$ cat config.mk
export PLATFORM = sky130hd
export DESIGN_NAME = cdc_fifo_write_arbiter_flat
export DESIGN_NICKNAME = d
export VERILOG_FILES = /design/src/rtl/cdc_fifo_pkg.sv /design/src/rtl/cdc_fifo_write_arbiter_if.sv /design/src/rtl/rr_priority_select.sv /design/src/rtl/cdc_fifo_write_arbiter.sv /design/src/flat_wrapper.sv
export SDC_FILE = /design/constraint.sdc
export NUM_CORES = 1
export LEC_CHECK = 0
export ABC_AREA = 1
export BUFFER_PORTS_ARGS = -buffer_cell sky130_fd_sc_hd__buf_2
export CORE_MARGIN = 8
export CORE_UTILIZATION = 40
export DETAILED_ROUTE_END_ITERATION = 10
export PLACE_DENSITY_LB_ADDON = 0.05
export SLEW_MARGIN = 40
export SYNTH_ARGS = -nofsm -noshare
export SYNTH_HDL_FRONTEND = slang
export SYNTH_SLANG_ARGS = --single-unit
$ cat constraint.sdc
create_clock -name clock -period 1.47 [get_ports clock]
set_input_delay 0 -clock clock [delete_from_list [all_inputs] [get_ports clock]]
set_output_delay 0 -clock clock [all_outputs]
set_load 0.02 [all_outputs]
$ cat src/rtl/cdc_fifo_pkg.sv
// Shared types and helpers for the CDC FIFO write-side arbiter.
package cdc_fifo_pkg;

  typedef enum logic [0:0] {
    ARB_IDLE  = 1'b0,
    ARB_BURST = 1'b1
  } arb_state_e;

  // Grant index width; keeps one bit even for a degenerate single requester.
  function automatic int unsigned grant_id_width(input int unsigned n);
    return (n > 1) ? $clog2(n) : 1;
  endfunction

endpackage

$ cat src/rtl/cdc_fifo_write_arbiter_if.sv
// Requester and FIFO write-side bundle for the write arbiter.
interface cdc_fifo_write_arbiter_if #(
  parameter int unsigned NUM_REQ    = 4,
  parameter int unsigned DATA_WIDTH = 8
);
  import cdc_fifo_pkg::*;

  localparam int unsigned GW = grant_id_width(NUM_REQ);

  logic [NUM_REQ-1:0]            req_valid;
  logic [NUM_REQ-1:0]            req_last;
  logic [NUM_REQ*DATA_WIDTH-1:0] req_data;
  logic [NUM_REQ-1:0]            req_ready;
  logic                          fifo_full;
  logic [DATA_WIDTH-1:0]         fifo_write_data;
  logic                          fifo_increment;
  logic                          grant_valid;
  logic [GW-1:0]                 grant_id;

  modport master (
    input  req_valid, req_last, req_data, fifo_full,
    output req_ready, fifo_write_data, fifo_increment, grant_valid, grant_id
  );

  modport slave (
    output req_valid, req_last, req_data, fifo_full,
    input  req_ready, fifo_write_data, fifo_increment, grant_valid, grant_id
  );

endinterface

$ cat src/rtl/rr_priority_select.sv
// Picks the first set request at or above ptr_i, wrapping modulo N.
module rr_priority_select #(
  parameter int unsigned N  = 4,
  parameter int unsigned PW = 2
) (
  input  logic [N-1:0]  req_i,
  input  logic [PW-1:0] ptr_i,
  output logic          found_o,
  output logic [PW-1:0] idx_o
);

  always_comb begin
    found_o = 1'b0;
    idx_o   = ptr_i;
    for (int unsigned i = 0; i < N; i++) begin
      int unsigned cand;
      cand = 32'(ptr_i) + i;
      if (cand >= N) cand = cand - N;
      if (!found_o && req_i[PW'(cand)]) begin
        found_o = 1'b1;
        idx_o   = PW'(cand);
      end
    end
  end

endmodule

$ cat src/rtl/cdc_fifo_write_arbiter.sv
// Round-robin, burst-locking arbiter sharing the CDC FIFO write port.
module cdc_fifo_write_arbiter
  import cdc_fifo_pkg::*;
#(
  parameter int unsigned NUM_REQ    = 4,
  parameter int unsigned DATA_WIDTH = 8,
  parameter int unsigned MAX_BURST  = 4
) (
  input logic                     clock,
  input logic                     reset,
  cdc_fifo_write_arbiter_if.master bus
);

  localparam int unsigned GW = grant_id_width(NUM_REQ);
  localparam int unsigned BW = $clog2(MAX_BURST + 1);

  localparam logic [0:0] S_IDLE  = ARB_IDLE;
  localparam logic [0:0] S_BURST = ARB_BURST;

  logic [0:0]    state_q, state_d;
  logic [GW-1:0] rr_ptr_q, rr_ptr_d;
  logic [BW-1:0] beat_cnt_q, beat_cnt_d;
  logic [GW-1:0] grant_id_q, grant_id_d;
  logic          grant_valid_q, grant_valid_d;

  logic                  sel_found;
  logic [GW-1:0]         sel_idx;
  logic                  beat;
  logic [NUM_REQ-1:0]    ready_c;
  logic                  inc_c;
  logic [DATA_WIDTH-1:0] wdata_c;

  rr_priority_select #(
    .N  (NUM_REQ),
    .PW (GW)
  ) u_sel (
    .req_i   (bus.req_valid),
    .ptr_i   (rr_ptr_q),
    .found_o (sel_found),
    .idx_o   (sel_idx)
  );

  always_ff @(posedge clock or posedge reset) begin
    if (reset) begin
      state_q       <= S_IDLE;
      rr_ptr_q      <= '0;
      beat_cnt_q    <= '0;
      grant_id_q    <= '0;
      grant_valid_q <= 1'b0;
    end else begin
      state_q       <= state_d;
      rr_ptr_q      <= rr_ptr_d;
      beat_cnt_q    <= beat_cnt_d;
      grant_id_q    <= grant_id_d;
      grant_valid_q <= grant_valid_d;
    end
  end

  // Sequencing plus the write-side strobes, which must follow fifo_full in the same cycle.
  always_comb begin
    state_d       = state_q;
    rr_ptr_d      = rr_ptr_q;
    beat_cnt_d    = beat_cnt_q;
    grant_id_d    = grant_id_q;
    grant_valid_d = grant_valid_q;
    ready_c       = '0;
    inc_c         = 1'b0;
    wdata_c       = '0;
    beat          = 1'b0;

    case (state_q)
      S_IDLE: begin
        if (sel_found) begin
          grant_id_d    = sel_idx;
          grant_valid_d = 1'b1;
          state_d       = S_BURST;
        end
      end
      S_BURST: begin
        ready_c[grant_id_q] = !bus.fifo_full;
        wdata_c = bus.req_data[grant_id_q*DATA_WIDTH +: DATA_WIDTH];
        beat    = bus.req_valid[grant_id_q] & !bus.fifo_full;
        inc_c   = beat;
        if (beat) begin
          if (bus.req_last[grant_id_q] || (32'(beat_cnt_q) + 1 == MAX_BURST)) begin
            state_d       = S_IDLE;
            beat_cnt_d    = '0;
            grant_valid_d = 1'b0;
            if (32'(grant_id_q) == NUM_REQ - 1) rr_ptr_d = '0;
            else rr_ptr_d = grant_id_q + GW'(1);
          end else begin
            beat_cnt_d = beat_cnt_q + BW'(1);
          end
        end
      end
      default: state_d = S_IDLE;
    endcase
  end

  assign bus.req_ready       = ready_c;
  assign bus.fifo_increment  = inc_c;
  assign bus.fifo_write_data = wdata_c;
  assign bus.grant_valid     = grant_valid_q;
  assign bus.grant_id        = grant_id_q;

endmodule

$ cat src/flat_wrapper.sv
// flat-port wrapper written by rule: the top's interface ports become plain ports
module cdc_fifo_write_arbiter_flat import cdc_fifo_pkg::*;
#(
  parameter int unsigned NUM_REQ    = 4,
  parameter int unsigned DATA_WIDTH = 8,
  parameter int unsigned MAX_BURST  = 4
)
  (clock, reset, bus_req_valid, bus_req_last, bus_req_data, bus_fifo_full, bus_req_ready, bus_fifo_write_data, bus_fifo_increment, bus_grant_valid, bus_grant_id);
  cdc_fifo_write_arbiter_if #(.NUM_REQ(NUM_REQ), .DATA_WIDTH(DATA_WIDTH)) bus_i ();
  input logic clock;
  input logic reset;
  input wire logic [$bits(bus_i.req_valid)-1:0] bus_req_valid;
  input wire logic [$bits(bus_i.req_last)-1:0] bus_req_last;
  input wire logic [$bits(bus_i.req_data)-1:0] bus_req_data;
  input wire logic [$bits(bus_i.fifo_full)-1:0] bus_fifo_full;
  output wire logic [$bits(bus_i.req_ready)-1:0] bus_req_ready;
  output wire logic [$bits(bus_i.fifo_write_data)-1:0] bus_fifo_write_data;
  output wire logic [$bits(bus_i.fifo_increment)-1:0] bus_fifo_increment;
  output wire logic [$bits(bus_i.grant_valid)-1:0] bus_grant_valid;
  output wire logic [$bits(bus_i.grant_id)-1:0] bus_grant_id;
  assign bus_i.req_valid = bus_req_valid;
  assign bus_i.req_last = bus_req_last;
  assign bus_i.req_data = bus_req_data;
  assign bus_i.fifo_full = bus_fifo_full;
  assign bus_req_ready = bus_i.req_ready;
  assign bus_fifo_write_data = bus_i.fifo_write_data;
  assign bus_fifo_increment = bus_i.fifo_increment;
  assign bus_grant_valid = bus_i.grant_valid;
  assign bus_grant_id = bus_i.grant_id;
  cdc_fifo_write_arbiter #(.NUM_REQ(NUM_REQ), .DATA_WIDTH(DATA_WIDTH), .MAX_BURST(MAX_BURST)) u_core (.clock(clock), .reset(reset), .bus(bus_i));
endmodule
==> reports/results.ini, run 1 <==
[sta]
tightest_slew_ns = 0.3431
fin_setup_tns_ns = -0.4876
fin_crit_sh_pct = 105.7
fin_worst_skew_ns = 0.002306
fmax_mhz = 643.5
slew_violations = 0
setup_violations = 11
rsz0062_at_grt = true
hold_viol = 0
slew_headroom_pct = 77.10
fin_ws_ns = -0.08404
min_period_ns = 1.554

[cells_and_area]
final_cells = 301
n_antenna_cell = 0
final_cell_mix = buf_2, nand2_1, nor2_1, buf_4, o21ai_1
utilization_pct = 71.63
design_area_um2 = 1924
fin_nets = 320
area_growth_pct = 75.17
final_common_cell = buf_2
drive_gt1_share_pct = 56.30

[run]
drv_cap = 0

[detailed_routing]
drt_iter0_drc = 70
wl_um = 4211
vias = 1513
routedWlPerCell_um = 13.99
first_pass_iters = 4
via_per_inst = 5.027
drc = 0
drtAntennaViolNets = 0

[floorplan]
rows = 19
dieArea_um2 = 4679
core_um2 = 2686
fp.dieH_um = 68.41
die_w_um = 68.41
io_pins = 59
start_util_pct = 40.89

[pwr]
p_sw_w = 0.002359
pwr-share-comb_pct = 83.9
switching_share_pct = 51.21
p_total_w = 0.004606
power.internal_w = 0.002247
p_seq_share_pct = 11.7
clkPwrFrac_pct = 4.3
power.leakage_nw = 0.9866
ir_worst_vdd_v = 0.001940
p_per_area_nw_per_um2 = 2393

[clock_network]
cts_buffers = 3
htreeDepth = 1
clock_latency_ns = 0.27
cts-root-buf = clkbuf_4
cts_buffer_depth = 2
tritoncts = yes
cts_sinks = 9
clk_pin_slew_ns = 0.06

[global_route]
grt_util_all_layers_pct = 15.72
grt_pass1_wl_um = 5816
grt_max_degree = 18
grt_pass1_vias = 1450
grt_overflow_total = 0
antenna_found_initial = 0

[logic_synthesis]
yosys_warnings = 0
netlist_instances = 183
avgSynthCellArea_um2 = 6.003
synth.net_count = 232
ys_types = 29
ys_ff_latch = 9
synth.yosys.seq_area_share_pct = 20.50
synth_area_leaders = dfrtp_1, nor2_1, nand2_1, o21ai_0, ha_1
yosys.area.top_type = dfrtp_1
netlist.area_leader.share_pct = 20.50
synth_area_um2 = 1099

[setup_path]
crit_type = flip-flop to flip-flop
critPathLaunchType = flip-flop
critPathMaxStageDelay_ns = 0.39
crit_family = simple AND/OR/NAND/NOR gates
r2r_slack_ns = -0.08
crit_path_max_fanout = 7
cp.arrival_ns = 1.71
slowest_stage = dfrtp_2
cp.required_ns = 1.62
worstSetupEndpointType = flip-flop
path_cells = buf_12, inv_8, nand2_1, nand2_1, nand2_2, nand2_4, a21oi_4, nand2_2, nor2_4, buf_4, a21oi_1
critPathBufInv = 3

[placed_design]
numPortBuffers = 58
place.gp.congestion = 0.8781
hpwlAfterDp_um = 2971
dp.cells = 284
placed_cell_area_um2 = 1534

[worst_hold_path]
hold_class = primary input to asynchronous set/reset pin

[outcome]
outcome = complete, but fails checks
violations = negative setup slack

state kept, by name (all words and copies together) (netlist names):
| name | flops |
|---|---|
| u_core.rr_ptr_q | 2 |
| u_core.bus.grant_id | 2 |
| u_core.beat_cnt_q | 3 |
| u_core.bus.grant_valid | 1 |
| u_core.state_q | 1 |
Yosys cell counts, drive strengths merged:
cell type and count:
nand2 45, nor2 43, o21ai 25, inv 17, a21oi 13, nand3 12, dfrtp 9, ha 6
buf 3, clkbuf 3, a22o 2, clkinv 1, nand3b 1, nand4 1, or2 1, xor2 1
worst reg2reg max path, cell delays in order (launching register included):
cell     delay, ns
dfrtp_2       0.39
buf_12        0.13
inv_8         0.04
nand2_1       0.07
nand2_1       0.07
nand2_2       0.09
nand2_4       0.07
a21oi_4       0.15
nand2_2       0.08
nor2_4        0.16
buf_4         0.13
a21oi_1       0.05
metal layers:
metal | up-vias | global-route usage, % | share of wire [%]
met3 | 8 | 3.764 | 4.5
met5 | - | 0 | 0
met2 | 54 | 27.29 | 53
met4 | 0 | 6.394 | 2.0
met1 | 685 | 17.98 | 40
li1 | 766 | - | -
path summary, 6_finish.rpt:
path / end / cells after the start / startpoint
worst max-delay path: u_core.state_q / 11 / u_core.rr_ptr_q[0]
worst min-delay path: u_core.beat_cnt_q[2] / 3 / reset
worst max register to register: u_core.state_q / 11 / u_core.rr_ptr_q[0]
worst min register to register: u_core.bus.grant_valid / 2 / u_core.bus.grant_valid
max in group asynchronous: u_core.rr_ptr_q[1] / 3 / reset
min in group clock: u_core.beat_cnt_q[0] / 6 / bus_fifo_full
through the flow:
stage	setup WS, ns	hold WS [ns]
finish	-0.08404	0.2280
global route	-0.1940	0.2527
CTS	-0.03824	0.2392
detailed placement	-0.1693	-0.02598
global placement	-0.09959	-0.03876
floorplan	-0.01449	-0.1722
timing repair:
item                                    CTS  global route
endpoints found under the setup margin   15            21
cloned                                    0             3
hold endpoints to repair                  9             0
resized for setup                        30            60
pin swaps                                 7            22
setup buffers                             5             4
hold buffers                              1             0
cell type report:
class,count,area [um^2]
clock buffer,4,26.28
fill,212,762.0
inverter,18,83.83
multi-input combinational,150,889.6
sequential,9,230.2
tap,31,38.79
timing repair buffer,89,655.6
cell families after synthesis:
family / synth area share [%]
AO/OA/AOI/OAI: 20.62
flip-flops: 20.50
XOR/XNOR: 0.7974
adder cells (fa/ha/maj): 6.834
AND/OR/NAND/NOR: 41.00
buffers and inverters: 10.25
power by group through the flow:
| stage | combinational [W] | clock, W | sequential (W) |
|---|---|---|---|
| CTS | 0.00318 | 0.000202 | 0.000527 |
| global route | 0.00419 | 0.000215 | 0.000561 |
| global placement | 0.00275 | 0 | 0.000548 |
| finish | 0.00387 | 0.000200 | 0.000541 |
| detailed placement | 0.00280 | 0 | 0.000547 |
| floorplan | 0.00190 | 0 | 0.000533 |
Power figures use the tool's default switching activity.
==> run 2, diff against run 1 <==
CORE_MARGIN = unset   (was 8)
==> reports/results.ini, run 2 (same netlist as run 1, synthesis figures left out) <==
[floorplan]
dieArea_um2 = 2960  ; -37%
core_um2 = 2545  ; -5.3%
fp.dieH_um = 54.41  ; -20%
die_w_um = 54.41  ; -20%
start_util_pct = 43.17  ; +2.3 points
rows = 18  ; -1
io_pins = 59  ; unchanged

[global_route]
grt_pass1_vias = 1204  ; -17%
grt_util_all_layers_pct = 24.73  ; +9.0 points
antenna_found_initial = 0  ; unchanged
grt_pass1_wl_um = 5278  ; -9.3%
grt_overflow_total = 0  ; unchanged
grt_max_degree = 15  ; -3

[clock_network]
cts_buffers = 3  ; unchanged
clock_latency_ns = 0.26  ; about the same
htreeDepth = 1  ; unchanged
cts_sinks = 9  ; unchanged
tritoncts = yes
cts-root-buf = clkbuf_4
clk_pin_slew_ns = 0.07  ; about the same
cts_buffer_depth = 2  ; unchanged

[detailed_routing]
routedWlPerCell_um = 13.31  ; -4.9%
drtAntennaViolNets = 0  ; unchanged
via_per_inst = 5.059  ; +0.65%
wl_um = 4032  ; -4.3%
drc = 0  ; unchanged
first_pass_iters = 4  ; unchanged
vias = 1533  ; +1.3%
drt_iter0_drc = 18  ; -74%

[setup_path]
crit_path_max_fanout = 7  ; unchanged
critPathLaunchType = flip-flop
cp.arrival_ns = 1.72  ; about the same
reg2reg_depth = 14  ; +3
crit_type = flip-flop to flip-flop
cp.required_ns = 1.62  ; about the same
worstSetupEndpointType = flip-flop

[pwr]
p_seq_share_pct = 11.0  ; -0.7 points
switching_share_pct = 51.92  ; +0.71 points
power.leakage_nw = 1.014  ; +2.8%
pwr-share-comb_pct = 84.7  ; +0.8 points
p_per_area_nw_per_um2 = 2386  ; -0.32%
p_sw_w = 0.002413  ; +2.3%
p_total_w = 0.004648  ; +0.91%
power.internal_w = 0.002235  ; -0.56%
clkPwrFrac_pct = 4.2  ; about the same
ir_worst_vdd_v = 0.001692  ; -13%

[sta]
setup_violations = 8  ; -3
hold_slack_ns = 0.2540  ; +0.02595 ns
rsz0062_at_grt = true
fin_worst_skew_ns = 0.004909  ; +0.002603 ns
tightest_slew_ns = 0.3555  ; +0.01240 ns
min_period_ns = 1.569  ; +0.01464 ns
hold_viol = 0  ; unchanged
slew_headroom_pct = 76.27  ; -0.83 points
fmax_mhz = 637.5  ; -0.93%
fin_ws_ns = -0.09868  ; -0.01464 ns
slew_violations = 0  ; unchanged
fin_crit_sh_pct = 106.7  ; +1.0 points

[worst_hold_path]
holdPathStages = 8
hold_class = primary input to flip-flop

[cells_and_area]
area_growth_pct = 77.33
regArea_um2 = 230.2  ; unchanged
largest-register = u_core.beat_cnt_q
final_cell_mix = buf_2, buf_4, nand2_1
fillCellCount = 192  ; -9.4%
fin_nets = 323  ; +0.94%
n_antenna_cell = 0  ; unchanged
drive_gt1_share_pct = 58.24  ; +1.9 points
multi_input_area_um2 = 919.6  ; +3.4%
final_common_cell = buf_2
largest_reg_flops = 3  ; unchanged

[placed_design]
hpwlAfterDp_um = 2574  ; -13%
place.gp.congestion = 0.8101  ; -7.7%
numPortBuffers = 58  ; unchanged

[run]
drv_cap = 0  ; unchanged

[outcome]
outcome = complete, but fails checks
violations = negative setup slack

==> run 2: worst max-delay path, stage by stage, from the launching register on <==
cell	delay [ns]
dfrtp_2	0.45
buf_12	0.15
inv_8	0.07
nand2_2	0.06
nand2_1	0.06
nand2_1	0.05
o21ai_2	0.07
buf_4	0.13
nand3b_1	0.07
nand2_1	0.07
nand2_1	0.06
nand2_1	0.06
nand2_1	0.05
nand2_1	0.05
nand2_1	0.05
==> run 2: metal layers <==
layer	vias to the layer above	share of wire (%)	GRT usage, %
met2	39	52	43.09
met5	-	0	0
li1	771	-	-
met4	0	0.87	4.274
met1	718	44	31.66
met3	5	3.0	4.722
==> run 2: power groups by stage <==
| stage | Clock (W) | Sequential [W] | Combinational [W] |
|---|---|---|---|
| floorplan | 0 | 0.000533 | 0.00190 |
| global placement | 0 | 0.000534 | 0.00270 |
| detailed placement | 0 | 0.000537 | 0.00275 |
| CTS | 0.000205 | 0.000520 | 0.00323 |
| global route | 0.000215 | 0.000528 | 0.00428 |
| finish | 0.000197 | 0.000512 | 0.00394 |
==> run 2: area by class of cell <==
class	instances	area share (%)
inverter	18	4.432
multi-input combinational	150	47.21
sequential	9	11.82
timing repair buffer	92	33.27
clock buffer	4	1.349
tap	30	1.927
==> run 2: worst paths after layout <==
path | startpoint | endpoint | slack (ns)
setup reg to reg | u_core.rr_ptr_q[0] | u_core.bus.grant_id[1] | -0.1
hold / removal | bus_req_last[2] | u_core.beat_cnt_q[0] | 0.25
setup / recovery | u_core.rr_ptr_q[0] | u_core.bus.grant_id[1] | -0.1
hold reg to reg | u_core.bus.grant_valid | u_core.bus.grant_valid | 0.52
max in group asynchronous | reset | u_core.bus.grant_id[1] | 0.92
min in group asynchronous | reset | u_core.bus.grant_valid | 0.26
==> run 2: timing repair <==
item                       in CTS  in global routing
hold buffers                    1                  0
hold endpoints to repair        9                  0
cloned                          0                  3
gates resized for setup        29                 71
pin swaps                       4                 22
setup endpoints to repair       6                 19
buffers inserted                8                  5
==> run 2: metrics by stage <==
stage	cells	worst slack, ns	instance area (um^2)	utilization [%]	setup TNS, ns
after floorplan	183	-0.01449	1110	-	-0.02048
after global placement	282	-0.1148	1525	59.93	-0.2920
after detailed placement	282	-0.1286	1525	59.93	-0.3576
after CTS	295	-0.05816	1714	67.36	-0.09985
after global routing	303	-0.2057	1948	76.55	-1.771
final	303	-0.09868	1948	76.55	-0.4242
==> run 3, diff against run 2 <==
==> constraint.sdc (replaced) <==
create_clock -name clock -period 1.47 [get_ports clock]
set_input_delay 0.294 -clock clock [delete_from_list [all_inputs] [get_ports clock]]
set_output_delay 0.294 -clock clock [all_outputs]
set_load 0.02 [all_outputs]
==> reports/results.ini, run 3 (same netlist as run 1, synthesis figures left out) <==
[outcome]
outcome = complete, but fails checks
violations = negative setup slack

[sta]
slew_headroom_pct = 77.19  ; +0.91 points
min_period_ns = 1.801  ; +0.2324 ns
fin_crit_sh_pct = 122.5  ; +16 points
tightest_slew_ns = 0.3418  ; -0.01369 ns
fmax_mhz = 555.2  ; -13%
fin_ws_ns = -0.3311  ; -0.2324 ns
fin_worst_skew_ns = 0.004677  ; -0.0002322 ns
slew_violations = 0  ; unchanged
hold_viol = 0  ; unchanged
setup_violations = 22  ; +14
rsz0062_at_grt = true

[clock_network]
clk_pin_slew_ns = 0.06  ; about the same
cts-root-buf = clkbuf_4
htreeDepth = 1  ; unchanged
cts_buffer_depth = 2  ; unchanged
cts_sinks = 9  ; unchanged
clock_latency_ns = 0.25  ; about the same
tritoncts = yes
cts_buffers = 3  ; unchanged

[detailed_routing]
routedWlPerCell_um = 13.99  ; +5.1%
vias = 1579  ; +3.0%
drc = 0  ; unchanged
first_pass_iters = 4  ; unchanged
drtAntennaViolNets = 0  ; unchanged
via_per_inst = 5.143  ; +1.7%
wl_um = 4295  ; +6.5%
drt_iter0_drc = 39  ; +21

[setup_path]
crit_type = flip-flop to primary output
slowest_stage = dfrtp_2
cp.required_ns = 1.18  ; -0.44 ns
crit_path_max_fanout = 4  ; -3
cp.arrival_ns = 1.51  ; -0.21 ns
critPathMaxStageDelay_ns = 0.43  ; -0.02 ns
crit_top_cell = buf_4
critPathLaunchType = flip-flop
worstSetupEndpointType = primary output
critPathBufInv = 3  ; unchanged
crit_family = buffers and inverters
path_cells = buf_4, buf_4, nor2_1, o21ai_1, a21oi_2, buf_6

[cells_and_area]
fillCellCount = 151  ; -21%
design_area_um2 = 2193  ; +13%
final_cell_mix = buf_2, buf_4, nor2_1
largest-register = u_core.beat_cnt_q
fin_nets = 327  ; +1.2%
area_growth_pct = 99.66
final_common_cell = buf_2
drive_gt1_share_pct = 67.15  ; +8.9 points
regArea_um2 = 230.2  ; unchanged
largest_reg_flops = 3  ; unchanged
multi_input_area_um2 = 1070  ; +16%
n_antenna_cell = 0  ; unchanged

[floorplan]
start_util_pct = 43.17  ; unchanged
io_pins = 59  ; unchanged
die_w_um = 54.41  ; unchanged
dieArea_um2 = 2960  ; unchanged
core_um2 = 2545  ; unchanged
rows = 18  ; unchanged
fp.dieH_um = 54.41  ; unchanged

[pwr]
p_total_w = 0.005370  ; +16%
power.leakage_nw = 1.070  ; +5.5%
p_per_area_nw_per_um2 = 2448  ; +2.6%
ir_worst_vdd_v = 0.001935  ; +14%

[placed_design]
place_ws_ns = -0.1624  ; -0.03379 ns
hpwlAfterDp_um = 2612  ; +1.5%
numPortBuffers = 58  ; unchanged
place.gp.congestion = 0.8061  ; -0.49%
placed_cell_area_um2 = 1613  ; +5.7%

[worst_hold_path]
hold_class = flip-flop to flip-flop

[run]
drv_cap = 0  ; unchanged

[global_route]
grt_pass1_vias = 1234  ; +2.5%
grt_util_all_layers_pct = 24.13  ; -0.59 points
antenna_found_initial = 0  ; unchanged
grt_pass1_wl_um = 5264  ; -0.27%
grt_max_degree = 16  ; +1
grt_overflow_total = 0  ; unchanged

-- run 3: cell types whose count changed in the layout (fill, tap and decap cells not counted), moves of 4 or more --
| cell | delta |
|---|---|
| nor2_2 | -5 |
| o21ai_0 | -5 |
| inv_1 | -5 |
| ha_4 | +4 |
| a21oi_1 | -8 |
| buf_6 | +10 |
| nand2_1 | -4 |
| a21oi_2 | +6 |
-- run 3: layout make-up --
type,count,area share [%]
inverters,18,4.164
repair buffers,96,33.66
flip-flops and latches,9,10.50
clock buffers,4,1.198
multi-input cells,150,48.77
well taps,30,1.711
-- run 3: repair_timing --
action / 4_1_cts / 5_1_grt
cloned: 1 / 0
hold buffers: 1 / 0
setup endpoints to repair: 21 / 23
pin swaps: 15 / 33
resized for setup: 57 / 69
buffers inserted: 6 / 10
hold endpoints to repair: 9 / 0
-- run 3: power breakdown --
part           internal (W)  switching, W  total (W)
registers          0.000372      0.000159   0.000531
logic               0.00215       0.00250    0.00465
clock network      0.000104     0.0000808   0.000185
-- run 3: metrics by stage --
step	util [%]	TNS [ns]	cells	hold slack [ns]
2_1_floorplan	-	-0.2592	183	0.1218
3_3_place_gp	63.37	-0.2730	286	0.2596
3_5_place_dp	63.37	-0.6418	286	0.2608
4_1_cts	72.66	-3.482	297	0.5048
5_1_grt	86.18	-6.232	307	0.5422
6_report	86.18	-4.741	307	0.4988
-- run 3: final timing paths --
path	cells after the start	endpoint	from	slack, ns
setup / recovery	6	bus_fifo_write_data[0]	u_core.bus.grant_id[1]	-0.33
hold / removal	2	u_core.bus.grant_valid	u_core.bus.grant_valid	0.50
setup reg to reg	9	u_core.rr_ptr_q[0]	u_core.bus.grant_id[0]	-0.24
hold reg to reg	2	u_core.bus.grant_valid	u_core.bus.grant_valid	0.50
max in group asynchronous	3	u_core.bus.grant_id[1]	reset	0.64
min in group asynchronous	3	u_core.rr_ptr_q[1]	reset	0.56
-- run 3: tightest hold or removal path: cells and delay by family, from the launching register on --
family,cells,cell delay [ns]
flip-flops,1,0.34
AND/OR/NAND/NOR,2,0.12
-- run 3: layer usage --
metal | GRT usage (%) | routed length, um | vias to the layer above
li1 | - | - | 777
met1 | 32.61 | 1767 | 738
met2 | 40.45 | 2246 | 56
met3 | 2.778 | 194 | 8
met4 | 5.983 | 86 | 0
met5 | 0 | 0 | -
